**src/rtl/rx_stream_fifo_mem.sv**
```systemverilog
// rx_stream_fifo_mem: simple-dual-port DEPTH x 8 byte array.
// Synchronous write and asynchronous (combinational) read. It is kept as a
// separate block so it can be replaced by a vendor distributed-RAM primitive.
module rx_stream_fifo_mem #(
   parameter int DEPTH = 16,
   parameter int AW    = $clog2(DEPTH)
) (
   input  logic          clk,
   input  logic          we_i,
   input  logic [AW-1:0] waddr_i,
   input  logic [7:0]    wdata_i,
   input  logic [AW-1:0] raddr_i,
   output logic [7:0]    rdata_o
);

   logic [7:0] mem_q [DEPTH];

   // Write port: stores one byte per cycle; contents are data, so no reset.
   always_ff @(posedge clk) begin
      if (we_i) begin
         mem_q[waddr_i] <= wdata_i;
      end
   end

   // Read port is combinational so the head byte is visible the cycle after it is written.
   assign rdata_o = mem_q[raddr_i];

endmodule

```
**src/rtl/rx_stream_fifo.sv**
```systemverilog
// rx_stream_fifo: byte FIFO between the UART receiver and the stream bridge.
// Converts the strobe-only receiver output into a valid/ready stream, and
// flags (sticky) any byte dropped because the FIFO was full.
// Optional feature: define RX_STREAM_FIFO_OVF_CNT_EN to add the ovf_count
// port and its 8-bit saturating dropped-byte counter.
module rx_stream_fifo #(
   parameter int DEPTH = 16,
   parameter int AW    = $clog2(DEPTH)
) (
   input  logic          clk,
   input  logic          rst,
   input  logic [7:0]    in_data,
   input  logic          in_stb,
   output logic [7:0]    out_data,
   output logic          out_valid,
   input  logic          out_ready,
   output logic [AW:0]   level,
   output logic          overflow,
   input  logic          ovf_clr
`ifdef RX_STREAM_FIFO_OVF_CNT_EN
   ,
   output logic [7:0]    ovf_count
`endif
);

   // Pointers carry one extra MSB so full and empty are distinguishable.
   logic [AW:0] wp_q, wp_d;
   logic [AW:0] rp_q, rp_d;
   logic        ovf_q, ovf_d;

   logic        full;
   logic        pop;
   logic        push;
   logic        drop;

   assign level     = wp_q - rp_q;
   assign full      = (wp_q[AW] != rp_q[AW]) && (wp_q[AW-1:0] == rp_q[AW-1:0]);
   assign out_valid = (wp_q != rp_q);
   assign pop       = out_valid && out_ready;
   // A pop in the same cycle frees the slot, so a strobe on a full FIFO is still accepted.
   assign push      = in_stb && (!full || pop);
   assign drop      = in_stb && full && !pop;

   rx_stream_fifo_mem #(
      .DEPTH (DEPTH),
      .AW    (AW)
   ) u_mem (
      .clk     (clk),
      .we_i    (push),
      .waddr_i (wp_q[AW-1:0]),
      .wdata_i (in_data),
      .raddr_i (rp_q[AW-1:0]),
      .rdata_o (out_data)
   );

   // Next-state for pointers and the sticky overflow flag; a drop wins over a clear.
   always_comb begin
      wp_d  = wp_q;
      rp_d  = rp_q;
      ovf_d = ovf_q;
      if (push) begin
         wp_d = wp_q + 1'b1;
      end
      if (pop) begin
         rp_d = rp_q + 1'b1;
      end
      if (drop) begin
         ovf_d = 1'b1;
      end else if (ovf_clr) begin
         ovf_d = 1'b0;
      end
   end

   // Pointer and flag registers; reset discards all stored bytes.
   always_ff @(posedge clk or posedge rst) begin
      if (rst) begin
         wp_q  <= '0;
         rp_q  <= '0;
         ovf_q <= 1'b0;
      end else begin
         wp_q  <= wp_d;
         rp_q  <= rp_d;
         ovf_q <= ovf_d;
      end
   end

   assign overflow = ovf_q;

`ifdef RX_STREAM_FIFO_OVF_CNT_EN
   logic [7:0] cnt_q, cnt_d;

   // Dropped-byte counter: saturates at 255; a drop during a clear restarts it at 1.
   always_comb begin
      cnt_d = cnt_q;
      if (drop) begin
         if (ovf_clr) begin
            cnt_d = 8'd1;
         end else if (cnt_q != 8'hFF) begin
            cnt_d = cnt_q + 8'd1;
         end
      end else if (ovf_clr) begin
         cnt_d = 8'd0;
      end
   end

   // Counter register.
   always_ff @(posedge clk or posedge rst) begin
      if (rst) begin
         cnt_q <= 8'd0;
      end else begin
         cnt_q <= cnt_d;
      end
   end

   assign ovf_count = cnt_q;
`endif

endmodule

```
**config.mk**
```make
export PLATFORM = sky130hd
export DESIGN_NAME = rx_stream_fifo
export DESIGN_NICKNAME = d
export VERILOG_FILES = /design/src/rtl/rx_stream_fifo_mem.sv /design/src/rtl/rx_stream_fifo.sv
export SDC_FILE = /design/constraint.sdc
export NUM_CORES = 1
export LEC_CHECK = 0
export BUFFER_PORTS_ARGS = -buffer_cell sky130_fd_sc_hd__buf_4
export CAP_MARGIN = 20
export CELL_PAD_IN_SITES_DETAIL_PLACEMENT = 0
export CELL_PAD_IN_SITES_GLOBAL_PLACEMENT = 2
export CORE_MARGIN = 2
export CORE_UTILIZATION = 47
export CTS_CLUSTER_DIAMETER = 100
export CTS_CLUSTER_SIZE = 10
export DETAILED_ROUTE_END_ITERATION = 8
export PLACE_DENSITY = 0.87
export SLEW_MARGIN = 20
export SYNTH_ARGS = -nofsm -noshare
export SYNTH_HDL_FRONTEND = slang
export SYNTH_SLANG_ARGS = --single-unit
```
**constraint.sdc**
```tcl
create_clock -name clk -period 3 [get_ports clk]
set_input_delay 0.9 -clock clk [delete_from_list [all_inputs] [get_ports clk]]
set_output_delay 0.9 -clock clk [all_outputs]
set_load 0.05 [all_outputs]
```
After elaboration in Yosys (flattened, before gate mapping)

Memory sizes are Yosys's and may differ from the RTL's.
Index checks and enable logic that the tools add are counted.

Output and inout bits: 15
Memory bits (writable): 128
Memories kept: 1
Register bits: 11

Add/sub/neg operators: 3
Multiplexer cells: 4
Equality and inequality tests: 3
Reduce and logical (&&, ||, !) cells: 9

Memory list:

| memory      | words | bits a word | read ports | clocked after memory_dff | wr ports | RTL line                 | source |
|---|---|---|---|---|---|---|---|
| u_mem.mem_q | 16    | 8           | 1          | 0                        | 1        | rx_stream_fifo_mem.sv:16 | `logic [7:0] mem_q [DEPTH];` |

Operator list:

| operator                                                      | count |
|---|---|
| 5-bit by 1-bit adder with 5-bit output, second input constant | 2 |
| 1-bit logical AND                                             | 5 |
| 5-bit inequality test                                         | 1 |
| 5-bit subtractor                                              | 1 |
| 4-bit equality test                                           | 1 |
| 1-bit 2-to-1 mux                                              | 4 |
| 1-bit logical NOT                                             | 2 |
| 2-bit nonzero test                                            | 1 |
| 1-bit logical OR                                              | 1 |
| 1-bit inequality test                                         | 1 |

Logic depth before layout (Yosys ltp)

Gate-level depths: netlist of run 1.

Depth after elaboration: 7
Depth in mapped cells: 9
Mapped depth without buffers: 7

By module

A second synthesis of run 1 with hierarchy kept.

Cell total of the unflattened synthesis: 284
Area, all modules: 5701.7 um^2

By module, submodules not included:

| module             | area an instance (um^2) | seq. area each (um^2) | instances | cells an instance |
|---|---|---|---|---|
| rx_stream_fifo_mem | 4987.3                  | 3843.7                | 1         | 221 |
| rx_stream_fifo     | 714.4                   | 275.3                 | 1         | 63 |

Worst setup path before layout of run 1

Ideal clock, no wire load.

Path type: flip-flop to output port
From: reg rp_q[1]
To: out level[3]
Arrival time: 2.217 ns
Cell stages (with the launch flop): 8
Slack: -0.117 ns
Buffers on the path: 2
Required time: 2.100 ns
Path through: dfrtp_1 > buf_2 > clkbuf_1 > inv_1 > ha_1 > a21o_1 > a21oi_1 > xnor2_1

Longest elaborated chain between the ends: 1

Ends and longest elaborated chain:

| what                   | RTL line             | source |
|---|---|---|
| start, declared        | rx_stream_fifo.sv:28 | `logic [AW:0] rp_q, rp_d;` |
| start signal, assigned | rx_stream_fifo.sv:82 | `rp_q <= rp_d;` |
| 5-bit subtractor       | rx_stream_fifo.sv:36 | `assign level = wp_q - rp_q;` |
| end, declared          | rx_stream_fifo.sv:17 | `output logic [AW:0] level,` |

No other way between the ends.

Worst setup path in the final report of run 1

From: reg rp_q[0]
To: out out_data[3]

Longest elaborated chain between the ends: 1

Ends and longest elaborated chain:

| what              | RTL line             | source |
|---|---|---|
| memory 16 x 8 bit | n/a                  |  |
| end, declared     | rx_stream_fifo.sv:14 | `output logic [7:0] out_data,` |

No other way between the ends.

==> run_results.csv, run 1 <==
group,metric,value,unit
status,status,"completed",
power,p_leak,2.47,nW
sta,clock_skew,0.00760,ns
sta,final_max_slew_viol_count,0,
clock_network,insertion_delay,0.41,ns
setup_path,r2r_start,"rp_q[3]$_DFFE_PP0P_",
setup_path,path_max_fanout,19,
global_routing,grt_pass1_vias,3058,
detailed_routing,drc,0,
sta,min_period,2.99,ns
yosys,syn_area,0.00574,sq mm
min_path,hp-class,"in2async",
yosys,yosys_warnings,0,
global_routing,grt_overflow,0,
floorplan,die_width,114,um
cells_and_area,finalInstanceArea,0.00694,sq mm
setup_path,r2r_cells,7,
detailed_routing,vias_per_cell,5.67,
clock_network,clock_path_buffers,2,
floorplan,rows,40,
cells_and_area,antennaDiodeCount,0,
yosys,synth-edff-count,128,
place,routabilityCongestion,0.832,
global_routing,grt_max_degree,43,
global_routing,antenna_found_initial,0,
yosys,ys_seq_area_share,71.8,%
yosys,synth_cell_types,35,
cells_and_area,post-route-util,58.1,%
sta,fin_crit_sh,99.8,%
yosys,synthFlopType,"edfxtp_1",
yosys,ys_top_cells_by_count,"edfxtp_1 (128), mux2i_1 (24), mux4_1 (16), nor2_1 (12), dfrtp_1 (11)",
setup_path,slowest_delay,0.56,ns
cells_and_area,area_growth_syn_to_layout,21.0,%
sta,worstMarginPinSlew,0.469,ns
sta,max_freq,0.334,GHz
clock_network,clkTransAtPathRegs,0.06,ns
detailed_routing,wire_per_inst,21.1,um
sta,finalHoldViolations,0,
setup_path,start_kind,"flip-flop",
detailed_routing,drt_pass1_iterations,4,
setup_path,crit_required,2.10,ns
place,hpwl,7.14,mm
detailed_routing,detail-route-antenna-nets,0,
setup_path,cp-end-kind,"output pin",
setup_path,cp_data_arrival_time,2.09,ns
clock_network,clock_sinks,139,
floorplan,die_area,0.0131,sq mm
sta,rsz0062_at_grt,"true",
clock_network,cts_tree,"yes",
clock_network,cts_made_buffers,17,
setup_path,r2r_end,"u_mem.mem_q[0][0]$_DFFE_PP_",
detailed_routing,vias,2945,
sta,relSlewSlack,68.6,%
yosys,async_flop_share,7.91,%
clock_network,h-tree-depth,4,
yosys,synth_top_area_cell,"edfxtp_1",
detailed_routing,initialDrtViolationCount,251,
floorplan,initial_utilization,48.0,%
floorplan,coreArea,0.0120,sq mm
sta,setup_viol,0,
power,p_per_area,1180,mW/mm^2
place,placement.io_buffers,27,
detailed_routing,drt_wl_total,11.0,mm
yosys,ys_seq_elements,139,
yosys,synth_top_area_share,67.0,%
setup_path,worst-setup-path-type,"reg2out",
global_routing,grt_use_total,18.0,%
floorplan,pin_count,28,
floorplan,die_h,114,um
setup_path,rrSetupSlack,0.50,ns
cells_and_area,final_layout_size_suffix_gt1_share,32.3,%
global_routing,grt_pass1_wl,17.0,mm
setup_path,path_cells,"buf_12, mux4_2, a32oi_1, o21ai_1, buf_6",
yosys,post-synth-top-count-cell,"edfxtp_1",
clock_network,postCtsHoldBufs,0,
yosys,syn_inst,303,
setup_path,slowest_stage,"mux4_2",
place,place_area,0.00623,sq mm
yosys,syn_avg_cell_area,18.9,sq um
cells_and_area,nets,383,
power,ir_drop,0.736,mV
clock_network,root_buffer,"clkbuf_16",
power,power,8.16,mW
yosys,synth_area_leaders,"edfxtp_1 (67%), mux4_1 (7.3%), dfrtp_1 (4.8%)",
yosys,synth_nets,326,
job,maxCapViolCount,0,
==> metrics by stage <==
| stage | setup slack [ns] | setup TNS (ns) | hold WS, ns | std cells |
|---|---|---|---|---|
| 3_5_place_dp | 0.171 | 0 | 0.520 | 485 |
| 5_1_grt | -0.0706 | -0.398 | 0.512 | 519 |
| 3_3_place_gp | 0.198 | 0 | 0.512 | 485 |
| 4_1_cts | -0.0363 | -0.106 | 0.492 | 519 |
| 6_report | 0.00690 | 0 | 0.497 | 519 |
| 2_1_floorplan | 0.0337 | 0 | 0.496 | 303 |
==> cells in the final DEF (no fill, tap or decap), types with 4 or more instances in the layout <==
cell type  synthesis  routed
mux4_2             8      14
a22oi_2            0       7
mux2i_1           24      24
inv_1              9       7
buf_4              0      44
mux4_1            16      10
inv_6              0       4
clkbuf_16          0      17
nor3_1             5       5
nand2_1            9       9
dfrtp_1           11       8
o21ai_1            8       6
nand4_1            4       4
edfxtp_1         128     128
xnor2_1            9       7
ha_1               9       9
buf_6              1       6
a32oi_1            8       8
nor2_1            12      12
bufinv_16          0       4
==> power by group <==
group | leakage (nW) | switching, mW | internal (mW)
combinational | 0.886 | 2.13 | 1.36
sequential | 1.29 | 0.129 | 2.37
clock | 0.300 | 0.780 | 1.39
==> routing by layer <==
metal	GRT usage [%]	routed length, um
met1	24.2	4860
met2	28.4	5470
met3	5.24	570
met4	6.50	72
met5	0	0
==> worst max-delay path by stage <==
stage | from | end | slack (ns) | cells past startpoint
3_5_place_dp | wp_q[0]$_DFFE_PP0P_ | level[4] | 0.17 | 8
6_report | rp_q[0]$_DFFE_PP0P_ | out_data[3] | 0.007 | 5
4_1_cts | rp_q[0]$_DFFE_PP0P_ | out_data[1] | -0.04 | 5
2_1_floorplan | rp_q[1]$_DFFE_PP0P_ | level[4] | 0.03 | 7
3_3_place_gp | wp_q[0]$_DFFE_PP0P_ | level[4] | 0.20 | 8
5_1_grt | rp_q[0]$_DFFE_PP0P_ | out_data[3] | -0.07 | 5
==> logic make-up after synthesis <==
family,synth area share [%]
AND/OR/NAND/NOR,3.08
XOR/XNOR,1.96
flip-flops,71.8
multiplexers,14.7
buffers and inverters,2.25
adder cells (fa/ha/maj),2.31
AO/OA/AOI/OAI,3.95
==> what timing repair did <==
item                                    in CTS  in global routing
gates resized for setup                     27                  6
cloned                                       0                  0
pin swaps                                    3                  3
buffers inserted                             3                  0
endpoints found under the setup margin       9                 10
==> flip-flops by register name, summed over array words and instances (netlist names) <==
register / cells
u_mem.mem_q: 128
rp_q: 5
wp_q: 5
overflow: 1
==> critical path, delay by kind of cell (launching register included) <==
family	cells	cell delay, ns
flip-flops	1	0.41
AO/OA/AOI/OAI	2	0.33
buffers and inverters	2	0.38
multiplexers	1	0.56
==> final cells by class <==
cell class / instances / area, sq um
fill: 862 / 5020
sequential: 139 / 4120
multi-input combinational: 140 / 1540
timing repair buffer: 52 / 438
clock buffer: 17 / 425
clock inverter: 14 / 193
tap: 147 / 184
inverter: 10 / 37.5
Power figures use the tool's default switching activity.
==> run 2, diff against run 1 <==
--- a/config.mk
+++ b/config.mk
@@ -9,12 +9,14 @@
 export CAP_MARGIN = 20
 export CELL_PAD_IN_SITES_DETAIL_PLACEMENT = 0
 export CELL_PAD_IN_SITES_GLOBAL_PLACEMENT = 2
+export CORE_ASPECT_RATIO = 0.6
 export CORE_MARGIN = 2
 export CORE_UTILIZATION = 47
 export CTS_CLUSTER_DIAMETER = 100
 export CTS_CLUSTER_SIZE = 10
 export DETAILED_ROUTE_END_ITERATION = 8
 export PLACE_DENSITY = 0.87
+export REMOVE_ABC_BUFFERS = 1
 export SLEW_MARGIN = 20
 export SYNTH_ARGS = -nofsm -noshare
 export SYNTH_HDL_FRONTEND = slang
==> run_results.csv, run 2 (synthesized netlist as in run 1, its figures left out) <==
group,metric,value,unit
status,status,"complete, but fails checks",
status,violations,"setup timing",
clock_network,h-tree-depth,4,
sta,final.setup.worst_slack,-0.102,ns
detailed_routing,detail-route-antenna-nets,0,
cells_and_area,area_growth_syn_to_layout,22.1,%
global_routing,grt_max_degree,43,
setup_path,r2r_end,"u_mem.mem_q[1][2]$_DFFE_PP_",
place,dp_worst_setup_slack,0.222,ns
cells_and_area,largest_reg_flops,128,
floorplan,pin_count,28,
sta,min_period,3.10,ns
setup_path,cp-end-kind,"output pin",
sta,finalSetupTns,-0.385,ns
sta,fin_crit_sh,103,%
detailed_routing,vias_per_cell,5.64,
clock_network,insertion_delay,0.41,ns
cells_and_area,nets,392,
place,routabilityCongestion,0.779,
sta,rsz0062_at_grt,"true",
floorplan,die_area,0.0131,sq mm
cells_and_area,final_common_cell,"edfxtp_1",
sta,final_max_slew_viol_count,0,
clock_network,clkTransAtPathRegs,0.06,ns
detailed_routing,vias,3082,
cells_and_area,top_register,"u_mem.mem_q",
setup_path,path_max_fanout,8,
cells_and_area,top_regs,"u_mem.mem_q: 128 flops, rp_q: 5 flops, wp_q: 5 flops",
cells_and_area,final_layout_size_suffix_gt1_share,34.9,%
clock_network,root_buffer,"clkbuf_16",
global_routing,grt_pass1_wl,18.3,mm
setup_path,crit_required,2.10,ns
setup_path,cp_data_arrival_time,2.20,ns
detailed_routing,wire_per_inst,22.5,um
setup_path,r2r_start,"rp_q[2]$_DFFE_PP0P_",
cells_and_area,antennaDiodeCount,0,
global_routing,grt_pass1_vias,2953,
sta,clock_skew,0.00887,ns
clock_network,clock_sinks,139,
setup_path,path_cells,"buf_12, and2b_2, a22oi_1, mux2i_1, o21ai_1, buf_6",
global_routing,grt_use_total,20.0,%
sta,relSlewSlack,57.6,%
setup_path,cp_top_family,"compound AO/OA/AOI/OAI gates",
job,maxCapViolCount,0,
detailed_routing,drt_pass1_iterations,5,
place,placement.io_buffers,27,
cells_and_area,layout_common_cells,"edfxtp_1 (128), buf_4 (46), mux2i_1 (24)",
setup_path,slowest_stage,"dfrtp_2",
floorplan,rows,31,
min_path,hp-class,"in2async",
sta,setup_viol,8,
global_routing,grt_overflow,0,
setup_path,slowest_delay,0.44,ns
sta,worstMarginPinSlew,0.634,ns
power,p_leak,2.48,nW
floorplan,coreArea,0.0120,sq mm
floorplan,die_h,89.6,um
floorplan,initial_utilization,47.9,%
detailed_routing,drc,0,
cells_and_area,final.fill_count,889,
setup_path,worst-setup-path-type,"reg2out",
global_routing,antenna_found_initial,0,
sta,max_freq,0.322,GHz
power,p_per_area,1160,mW/mm^2
power,ir_drop,0.886,mV
place,hpwl,7.61,mm
detailed_routing,initialDrtViolationCount,303,
floorplan,die_width,147,um
setup_path,rrSetupSlack,0.36,ns
clock_network,cts_made_buffers,17,
clock_network,clock_path_buffers,2,
setup_path,start_kind,"flip-flop",
setup_path,r2r_cells,7,
setup_path,critPathBufInv,2,
detailed_routing,drt_wl_total,12.3,mm
sta,finalHoldViolations,0,
clock_network,cts_tree,"yes",
[run 2: cell types whose count changed in the layout (fill, tap and decap cells not counted), sizes merged]
cell | previous run | this run
buf | 52 | 61
bufinv | 4 | 1
clkbuf | 17 | 18
clkinv | 5 | 10
clkinvlp | 1 | 2
inv | 14 | 10
[run 2: power by group]
part           internal, mW  switching, mW
logic                  1.50           2.20
clock network          1.12          0.761
registers              2.37          0.160
[run 2: stage by stage]
stage               hold slack, ns  utilization [%]  total power [mW]  instance area (sq um)  cells
floorplan                    0.496                -              4.74                   5650    289
global placement             0.511             52.2              5.70                   6250    504
detailed placement           0.518             52.2              5.74                   6250    504
CTS                          0.509             57.8              8.00                   6930    543
global route                 0.544             58.5              8.45                   7010    546
finish                       0.506             58.5              8.12                   7010    546
[run 2: repair_timing]
item,CTS,global route
hold buffers,0,0
setup buffers,5,3
gates resized for setup,31,14
endpoints found under the setup margin,9,10
gates cloned,3,0
pin swaps,5,8
[run 2: area by class of cell]
type	count	area [sq um]	area share, %
Clock buffer	18	429	6.13
Clock inverter	13	105	1.50
Inverter	10	37.5	0.536
Multi-Input combinational cell	140	1520	21.7
Sequential cell	139	4120	58.8
Tap cell	165	206	2.95
Timing Repair Buffer	61	584	8.34
[run 2: per-layer routing]
layer / global-route usage, % / wire length (um) / vias up / share of wire [%]
met5: 0 / 0 / - / 0
met4: 6.97 / 177 / 0 / 1.4
met3: 4.85 / 765 / 18 / 6.2
met2: 28.3 / 5330 / 109 / 43
met1: 30.6 / 6000 / 1600 / 49
li1: - / - / 1355 / -
[run 2: how the worst max path moves through the flow]
stage                         from                          end  cells past startpoint
3_5_place_dp   rp_q[0]$_DFFE_PP0P_                  out_data[6]                      6
3_3_place_gp   rp_q[2]$_DFFE_PP0P_  u_mem.mem_q[0][5]$_DFFE_PP_                      7
5_1_grt        rp_q[0]$_DFFE_PP0P_                  out_data[2]                      6
4_1_cts        rp_q[0]$_DFFE_PP0P_                  out_data[5]                      6
2_1_floorplan  rp_q[1]$_DFFE_PP0P_                     level[3]                      5
6_report       rp_q[0]$_DFFE_PP0P_                  out_data[5]                      6
